<file path="src/rtl/ysyx_22050710_arb_pkg.sv">
// Shared definitions for the IF/LSU SRAM arbiter.
//   OWN_IF / OWN_LSU : response-owner and last-grant encoding
//   ARB_AW / ARB_DW  : default address / data widths
//   ARB_STARVE_LIMIT : default denied-cycle count before IF is forced through
//   REQ_IF / REQ_LSU : bit positions inside the two-bit request/grant vectors
package ysyx_22050710_arb_pkg;

  localparam logic OWN_IF  = 1'b0;
  localparam logic OWN_LSU = 1'b1;

  localparam int unsigned ARB_AW           = 32;
  localparam int unsigned ARB_DW           = 64;
  localparam int unsigned ARB_STARVE_LIMIT = 4;

  localparam int unsigned REQ_IF  = 0;
  localparam int unsigned REQ_LSU = 1;

endpackage

</file>
<file path="src/rtl/ysyx_22050710_arb_pick.sv">
// Pure combinational grant selection for the two SRAM requesters.
// Configuration macro: YSYX_22050710_SRAM_ARB_RR_EN
//   defined   : round-robin, the requester that was not granted last wins a tie
//   undefined : LSU wins a tie unless starve_hit forces IF through
// Ports:
//   reqs       in  2  request vector, bit REQ_IF / bit REQ_LSU
//   starve_hit in  1  IF has been denied the limit number of cycles
//   last_gnt   in  1  owner of the most recent grant (OWN_IF / OWN_LSU)
//   gnt        out 2  one-hot (or zero) grant vector, same bit order as reqs
module ysyx_22050710_arb_pick
  import ysyx_22050710_arb_pkg::*;
(
  input  logic [1:0] reqs,
  input  logic       starve_hit,
  input  logic       last_gnt,
  output logic [1:0] gnt
);

  always_comb begin
    gnt = '0;
    if (reqs[REQ_IF] && reqs[REQ_LSU]) begin
`ifdef YSYX_22050710_SRAM_ARB_RR_EN
      if (last_gnt == OWN_IF) gnt[REQ_LSU] = 1'b1;
      else                    gnt[REQ_IF]  = 1'b1;
`else
      if (starve_hit) gnt[REQ_IF]  = 1'b1;
      else            gnt[REQ_LSU] = 1'b1;
`endif
    end else begin
      // single requester (or none) passes straight through
      gnt = reqs;
    end
  end

`ifdef YSYX_22050710_SRAM_ARB_RR_EN
  logic unused_starve_hit;
  assign unused_starve_hit = starve_hit;
`else
  logic unused_last_gnt;
  assign unused_last_gnt = last_gnt;
`endif

endmodule

</file>
<file path="src/rtl/ysyx_22050710_sram_arb.sv">
// Arbiter sharing one synchronous SRAM port between instruction fetch (read
// only) and the load/store unit (read/write). One grant per cycle, read data
// returned the cycle after the grant.
// Configuration macro: YSYX_22050710_SRAM_ARB_RR_EN (round-robin instead of
// fixed LSU priority with an IF starvation guard).
// Ports:
//   i_clk, i_rst                 clock, synchronous active-high reset
//   i_if_req/i_if_addr           IF read request, held until o_if_gnt
//   o_if_gnt                     IF accepted this cycle
//   o_if_rvalid/o_if_rdata       IF read response, one cycle after grant
//   i_lsu_req/wen/addr/wdata     LSU request, held until o_lsu_gnt (wen 0 = read)
//   o_lsu_gnt                    LSU accepted this cycle
//   o_lsu_rvalid/o_lsu_rdata     LSU read response or write acknowledge (rdata 0)
//   o_sram_en/wen/addr/wdata     SRAM drive, all zero when nothing is granted
//   i_sram_rdata                 SRAM read data, valid the cycle after en
module ysyx_22050710_sram_arb
  import ysyx_22050710_arb_pkg::*;
#(
  parameter int unsigned AW           = ARB_AW,
  parameter int unsigned DW           = ARB_DW,
  parameter int unsigned STARVE_LIMIT = ARB_STARVE_LIMIT
) (
  input  logic          i_clk,
  input  logic          i_rst,
  input  logic          i_if_req,
  input  logic [AW-1:0] i_if_addr,
  output logic          o_if_gnt,
  output logic          o_if_rvalid,
  output logic [DW-1:0] o_if_rdata,
  input  logic          i_lsu_req,
  input  logic [3:0]    i_lsu_wen,
  input  logic [AW-1:0] i_lsu_addr,
  input  logic [DW-1:0] i_lsu_wdata,
  output logic          o_lsu_gnt,
  output logic          o_lsu_rvalid,
  output logic [DW-1:0] o_lsu_rdata,
  output logic          o_sram_en,
  output logic [3:0]    o_sram_wen,
  output logic [AW-1:0] o_sram_addr,
  output logic [DW-1:0] o_sram_wdata,
  input  logic [DW-1:0] i_sram_rdata
);

  logic [1:0] reqs;
  logic [1:0] gnt;
  logic       starve_hit;
  logic       last_gnt;

  logic       resp_vld;
  logic       resp_own;
  logic       resp_wr;

  // nothing is granted while reset is held
  assign reqs = {i_lsu_req, i_if_req} & {2{~i_rst}};

  ysyx_22050710_arb_pick u_pick (
    .reqs       (reqs),
    .starve_hit (starve_hit),
    .last_gnt   (last_gnt),
    .gnt        (gnt)
  );

  assign o_if_gnt  = gnt[REQ_IF];
  assign o_lsu_gnt = gnt[REQ_LSU];

`ifdef YSYX_22050710_SRAM_ARB_RR_EN
  localparam int unsigned unused_starve_limit = STARVE_LIMIT;

  assign starve_hit = 1'b0;

  always_ff @(posedge i_clk) begin
    if (i_rst) begin
      last_gnt <= OWN_IF;
    end else if (gnt[REQ_LSU]) begin
      last_gnt <= OWN_LSU;
    end else if (gnt[REQ_IF]) begin
      last_gnt <= OWN_IF;
    end
  end
`else
  localparam logic [3:0] LIMIT = 4'(STARVE_LIMIT);

  logic [3:0] starve_cnt;

  assign starve_hit = (starve_cnt == LIMIT);
  assign last_gnt   = OWN_IF;

  always_ff @(posedge i_clk) begin
    if (i_rst) begin
      starve_cnt <= '0;
    end else if (i_if_req && !gnt[REQ_IF]) begin
      if (starve_cnt != LIMIT) starve_cnt <= starve_cnt + 4'd1;
    end else begin
      starve_cnt <= '0;
    end
  end
`endif

  always_comb begin
    o_sram_en    = 1'b0;
    o_sram_wen   = '0;
    o_sram_addr  = '0;
    o_sram_wdata = '0;
    if (gnt[REQ_LSU]) begin
      o_sram_en    = 1'b1;
      o_sram_wen   = i_lsu_wen;
      o_sram_addr  = i_lsu_addr;
      o_sram_wdata = i_lsu_wdata;
    end else if (gnt[REQ_IF]) begin
      o_sram_en   = 1'b1;
      o_sram_addr = i_if_addr;
    end
  end

  always_ff @(posedge i_clk) begin
    if (i_rst) begin
      resp_vld <= 1'b0;
      resp_own <= OWN_IF;
      resp_wr  <= 1'b0;
    end else begin
      resp_vld <= |gnt;
      resp_own <= gnt[REQ_LSU] ? OWN_LSU : OWN_IF;
      resp_wr  <= gnt[REQ_LSU] && (i_lsu_wen != 4'd0);
    end
  end

  // response is also masked by i_rst so a grant taken just before reset
  // never surfaces while reset is being asserted
  always_comb begin
    o_if_rvalid  = 1'b0;
    o_if_rdata   = '0;
    o_lsu_rvalid = 1'b0;
    o_lsu_rdata  = '0;
    if (resp_vld && !i_rst) begin
      if (resp_own == OWN_LSU) begin
        o_lsu_rvalid = 1'b1;
        o_lsu_rdata  = resp_wr ? '0 : i_sram_rdata;
      end else begin
        o_if_rvalid = 1'b1;
        o_if_rdata  = i_sram_rdata;
      end
    end
  end

endmodule

</file>
<file path="config.mk">
export PLATFORM = sky130hd
export DESIGN_NAME = ysyx_22050710_sram_arb
export DESIGN_NICKNAME = d
export VERILOG_FILES = /design/src/rtl/ysyx_22050710_arb_pkg.sv /design/src/rtl/ysyx_22050710_arb_pick.sv /design/src/rtl/ysyx_22050710_sram_arb.sv
export SDC_FILE = /design/constraint.sdc
export NUM_CORES = 1
export LEC_CHECK = 0
export ABC_AREA = 1
export CORE_AREA = 2 2 166 168
export CTS_CLUSTER_DIAMETER = 200
export CTS_CLUSTER_SIZE = 10
export DETAILED_ROUTE_END_ITERATION = 6
export DIE_AREA = 0 0 168 170
export PLACE_DENSITY = 0.5
export SYNTH_ARGS = -nofsm -noshare
export SYNTH_HDL_FRONTEND = slang
export SYNTH_SLANG_ARGS = --single-unit
</file>
<file path="constraint.sdc">
create_clock -name i_clk -period 1.4 [get_ports i_clk]
set_input_delay 0.35 -clock i_clk [delete_from_list [all_inputs] [get_ports i_clk]]
set_output_delay 0.35 -clock i_clk [all_outputs]
set_load 0.005 [all_outputs]
</file>
### After elaboration in Yosys (flattened, before gate mapping)

Index checks and enable logic that the tools add are counted.
Widths: inputs -> output; s select.

| word-level totals | value |
|---|---|
| register bits after elaboration | 7 |
| input port bits | 200 |
| output and inout bits | 233 |
| logic and storage cells | 38 |

| operators by class | value |
|---|---|
| add/sub/neg operators | 1 |
| equal/unequal tests | 2 |
| muxes and demuxes | 19 |
| bitwise gates (word level) | 3 |
| reduce and logical (&&, ||, !) cells | 9 |

Operators with widths:

| cell | count |
|---|---|
| $mux 64 | 6 |
| $mux 32 | 2 |
| $mux 1 | 9 |
| $add 4x1->4 const B | 1 |
| $eq 4x3->1 const B | 1 |
| $logic_and 1x1->1 | 4 |
| $mux 4 | 1 |
| $ne 4x3->1 const B | 1 |
| $reduce_bool 4->1 | 1 |
| $reduce_or 2->1 | 2 |
| $and 2x2->2 | 1 |
| $logic_not 1->1 | 2 |
| $mux 2 | 1 |
| $not 1->1 | 2 |

### Logic depth before layout (Yosys ltp)

| depth | value |
|---|---|
| depth after elaboration | 8 |
| mapped depth | 8 |

### Cells and area by module

A second synthesis with hierarchy kept.

| second synthesis, totals | value |
|---|---|
| cell total of the unflattened synthesis | 514 |
| area total of the unflattened synthesis | 2285.9 um^2 |

By module, submodules not included:

| module | instances | cells an instance | area each (um^2) | sequential area each (um^2) |
|---|---|---|---|---|
| ysyx_22050710_sram_arb | 1 | 509 | 2264.7 | 140.1 |
| ysyx_22050710_arb_pick | 1 | 5 | 21.3 | 0.0 |

### Worst setup path before layout

OpenSTA, ideal clock, no wires.

| path | value |
|---|---|
| kind | reg-to-output |
| start point | register starve_cnt[0] |
| end point | output o_sram_wdata[46] |
| data arrival time | 1226 ps |
| path slack | -176 ps |
| stages on the path, launching flop included | 9 |
| path through | dfxtp_1 > inv_1 > ha_1 > nand2_1 > nor2_1 > nand2_1 > nand2_2 > buf_4 > nor2_1 |

| on the way | value |
|---|---|
| word-level cells in the longest chain between the ends | 4 |

Ends and longest elaborated chain:

| item | line | text |
|---|---|---|
| from (decl) | ysyx_22050710_sram_arb.sv:83 | `logic [3:0] starve_cnt;` |
| from (signal assigned) | ysyx_22050710_sram_arb.sv:92 | `if (starve_cnt != LIMIT) starve_cnt <= starve_cnt + 4'd1;` |
| $eq 4x3->1 | ysyx_22050710_sram_arb.sv:85 | `assign starve_hit = (starve_cnt == LIMIT);` |
| $mux 1 | ysyx_22050710_arb_pick.sv:26 | `if (starve_hit) gnt[REQ_IF] = 1'b1;` |
| $mux 2 | ysyx_22050710_arb_pick.sv:21 | `if (reqs[REQ_IF] && reqs[REQ_LSU]) begin` |
| $mux 64 | ysyx_22050710_sram_arb.sv:104 | `if (gnt[REQ_LSU]) begin` |
| to (decl) | ysyx_22050710_sram_arb.sv:40 | `output logic [DW-1:0] o_sram_wdata,` |

Every way passes these cells.

### Worst setup path after layout

| path | value |
|---|---|
| start point | register starve_cnt[0] |
| end point | output o_sram_wdata[52] |

The elaborated chain is that of the path after synthesis.

==> summary.txt <==
Status: finished with violations
Failing checks: negative setup slack
Num rows: 60
Yosys cell types: 17
Num CTS Buffers: 3
CP startpoint kind: register
Max cap viols: 0
Core ar.: 26700 um2
Antenna Nets Post-Route: 0
First-pass GRT wire length: 30600 um
Share of Yosys cell area claimed by the top area cell type: 0.347
Cell taking the most area after synthesis: nor2_1
Placed cell count: 1280
Post-synth top cells: 204 x nor2_1, 143 x inv_1, 68 x nand3_1, 38 x nand2_1, 21 x buf_2
Unrepaired setup endpoints after global routing: true
Area Growth Syn to Fin: 330%
Post-place instance area: 7330 um2
Syn_area_per_cell: 4.35 um2
Period minus WS final: 2130 ps
Hold path depth: 3
Initial antenna violation count: 0
DP HPWL: 14200 um
CP Capture Type: output pin
Synth top area cells: nor2_1 35%, inv_1 24%, nand3_1 15%, nand2_1 6.5%, dfxtp_1 6.3%
Post-synth EDFFs: 0
Fin cells: 1435
Die W: 168 um
Worst EP arrival: 1780 ps
Mapped Area: 2210 um2
Wire per inst: 15.4 um
Clk_skew: 1.11 ps
Final worst setup slack: -726 ps
Seq/Total Area, Yosys: 0.0635
CP delay by family, top: buffers and inverters
HP Class: in2reg
Starting DRT DRC Count: 127
Final setup viols: 234
Worst-path clk slew: 40 ps
Port bufs: 432
N_diodes: 0
Clock root cell: clkbuf_16
DIE AREA: 28600 um2
Final Hold Fails: 0
Starting Density: 0.0828
GRT Residual Overflow: 0
Synth Flop Type: dfxtp_1
Mapped Cells: 507
Worst R2R Path Depth: 10
Ys async rst share: 0
Max Slew Vio Count: 0
Tightest Pin Transition: 256 ps
CP max stage delay: 320 ps
Fmax: 470 MHz
Clk sinks: 7
CP Max Fanout: 6
Tcrit/Tclk final: 1.52
Share of post-route cells with drive strength above 1: 0.569
Power Density: 310 nW/um2
Clock Latency Late Sink: 230 ps
Ys Warns: 0
Setup TNS: -110790 ps
Critical path type: reg2out
Total nets after synthesis: 709
Final Instance Area: 9500 um2
Die H: 170 um
Crit-path cells: inv_2 -> ha_4 -> nand2_4 -> nor2_4 -> nand2_4 -> nand2_8 -> buf_8 -> buf_16 -> buf_8 -> buf_6 -> nor2_4 -> buf_2
TritonCTS clock tree: done
Final Wtd Congestion: 0.787
Vias: 5294
WP buf/inv: 6
Largest net degree at the start of global routing: 33
Peak supply drop: 255 uV
Clk buf depth: 2
IO Count: 433
Vias in the first global route: 5324
Slew HR: 0.829
Via-per-instance ratio: 3.69
Lkg Pwr: 4.93 nW
# fillers: 2738
Routed WL: 22000 um
Synthesized flop and latch total: 7
Worst EP required: 1050 ps
Residual DRC count: 0
Slowest CP cell: dfxtp_2
DRT Pass-1 Iters: 4
Final #Nets: 1297
CP Depth: 12
Gr usage total: 0.139
CTS H-tree depth: 1
Most frequent cell after synthesis: nor2_1
[per-stage QoR]
| step | util | worst slack, ps | hold slack (ps) | total power (W) |
|---|---|---|---|---|
| after global placement | 0.275 | -1100 | 513 | 0.00187 |
| after floorplan | - | -68.8 | 429 | 0.000677 |
| after CTS | 0.319 | -816 | 470 | 0.00272 |
| final | 0.356 | -726 | 475 | 0.00295 |
| after global routing | 0.356 | -808 | 489 | 0.00312 |
| after detailed placement | 0.275 | -1100 | 515 | 0.00187 |
[power by group]
part	switching [W]	internal, W
Sequential	0.00000401	0.000209
Clock	0.000111	0.000379
Combinational	0.000912	0.00133
Total	0.00103	0.00192
[placed cells by master, fill, tap and decap left out, types with 2 or more instances in the layout]
cell type / count
nand3_2: 11
clkbuf_2: 17
o21ai_0: 2
buf_8: 22
nand3_1: 56
clkbuf_16: 6
clkdlybuf4s50_1: 196
inv_2: 5
buf_12: 22
nor2_2: 68
inv_1: 138
nand2_1: 33
dfxtp_2: 4
buf_4: 30
nor2_4: 113
buf_6: 132
dfxtp_1: 3
clkdlybuf4s15_1: 8
nand2_8: 2
nand2_4: 4
buf_16: 6
nor2_1: 24
buf_2: 172
nor3_1: 2
dlygate4sd2_1: 4
nand2_2: 3
[logic make-up after synthesis]
family,share of synthesized area
XOR/XNOR,0.00397
buffers and inverters,0.330
flip-flops,0.0635
AND/OR/NAND/NOR,0.584
adder cells (fa/ha/maj),0.0113
AO/OA/AOI/OAI,0.00680
[registers in the layout, indices dropped and copies added, names as in the netlist]
signal	cells
starve_cnt	4
resp_own	1
resp_vld	1
resp_wr	1
[worst min-delay path, delay by kind of cell]
family	cells	cell delay, ps
AOI/OAI and AO/OA	1	80
buffers and inverters	2	230
[routing by layer]
metal,track usage,up-vias,part of all wire
li1,-,2608,-
met1,0.149,2390,0.37
met2,0.275,274,0.54
met3,0.0351,22,0.074
met4,0.0295,0,0.019
met5,0,-,0
[area by class of cell]
class	count	area, um2	share of cell area
inverters	145	554	0.0583
well taps	341	427	0.0449
multi-input cells	324	2500	0.264
repair buffers	614	5790	0.610
flip-flops and latches	7	145	0.0153
clock buffers	4	78.8	0.00830
[final timing paths]
| check | start | endpoint | slack, ps |
|---|---|---|---|
| worst min register to register | starve_cnt[0] | starve_cnt[0] | 520 |
| worst max register to register | starve_cnt[0] | resp_wr | -50 |
| worst max-delay path | starve_cnt[0] | o_sram_wdata[52] | -730 |
| worst min-delay path | i_rst | resp_vld | 480 |
[timing repair]
item	in CTS	in global routing
pin swaps	20	54
gates cloned	19	3
hold buffers	0	0
setup buffers	104	57
resized for setup	958	418
endpoints found under the setup margin	234	236
Note: power is estimated with default switching activity, not from simulation.
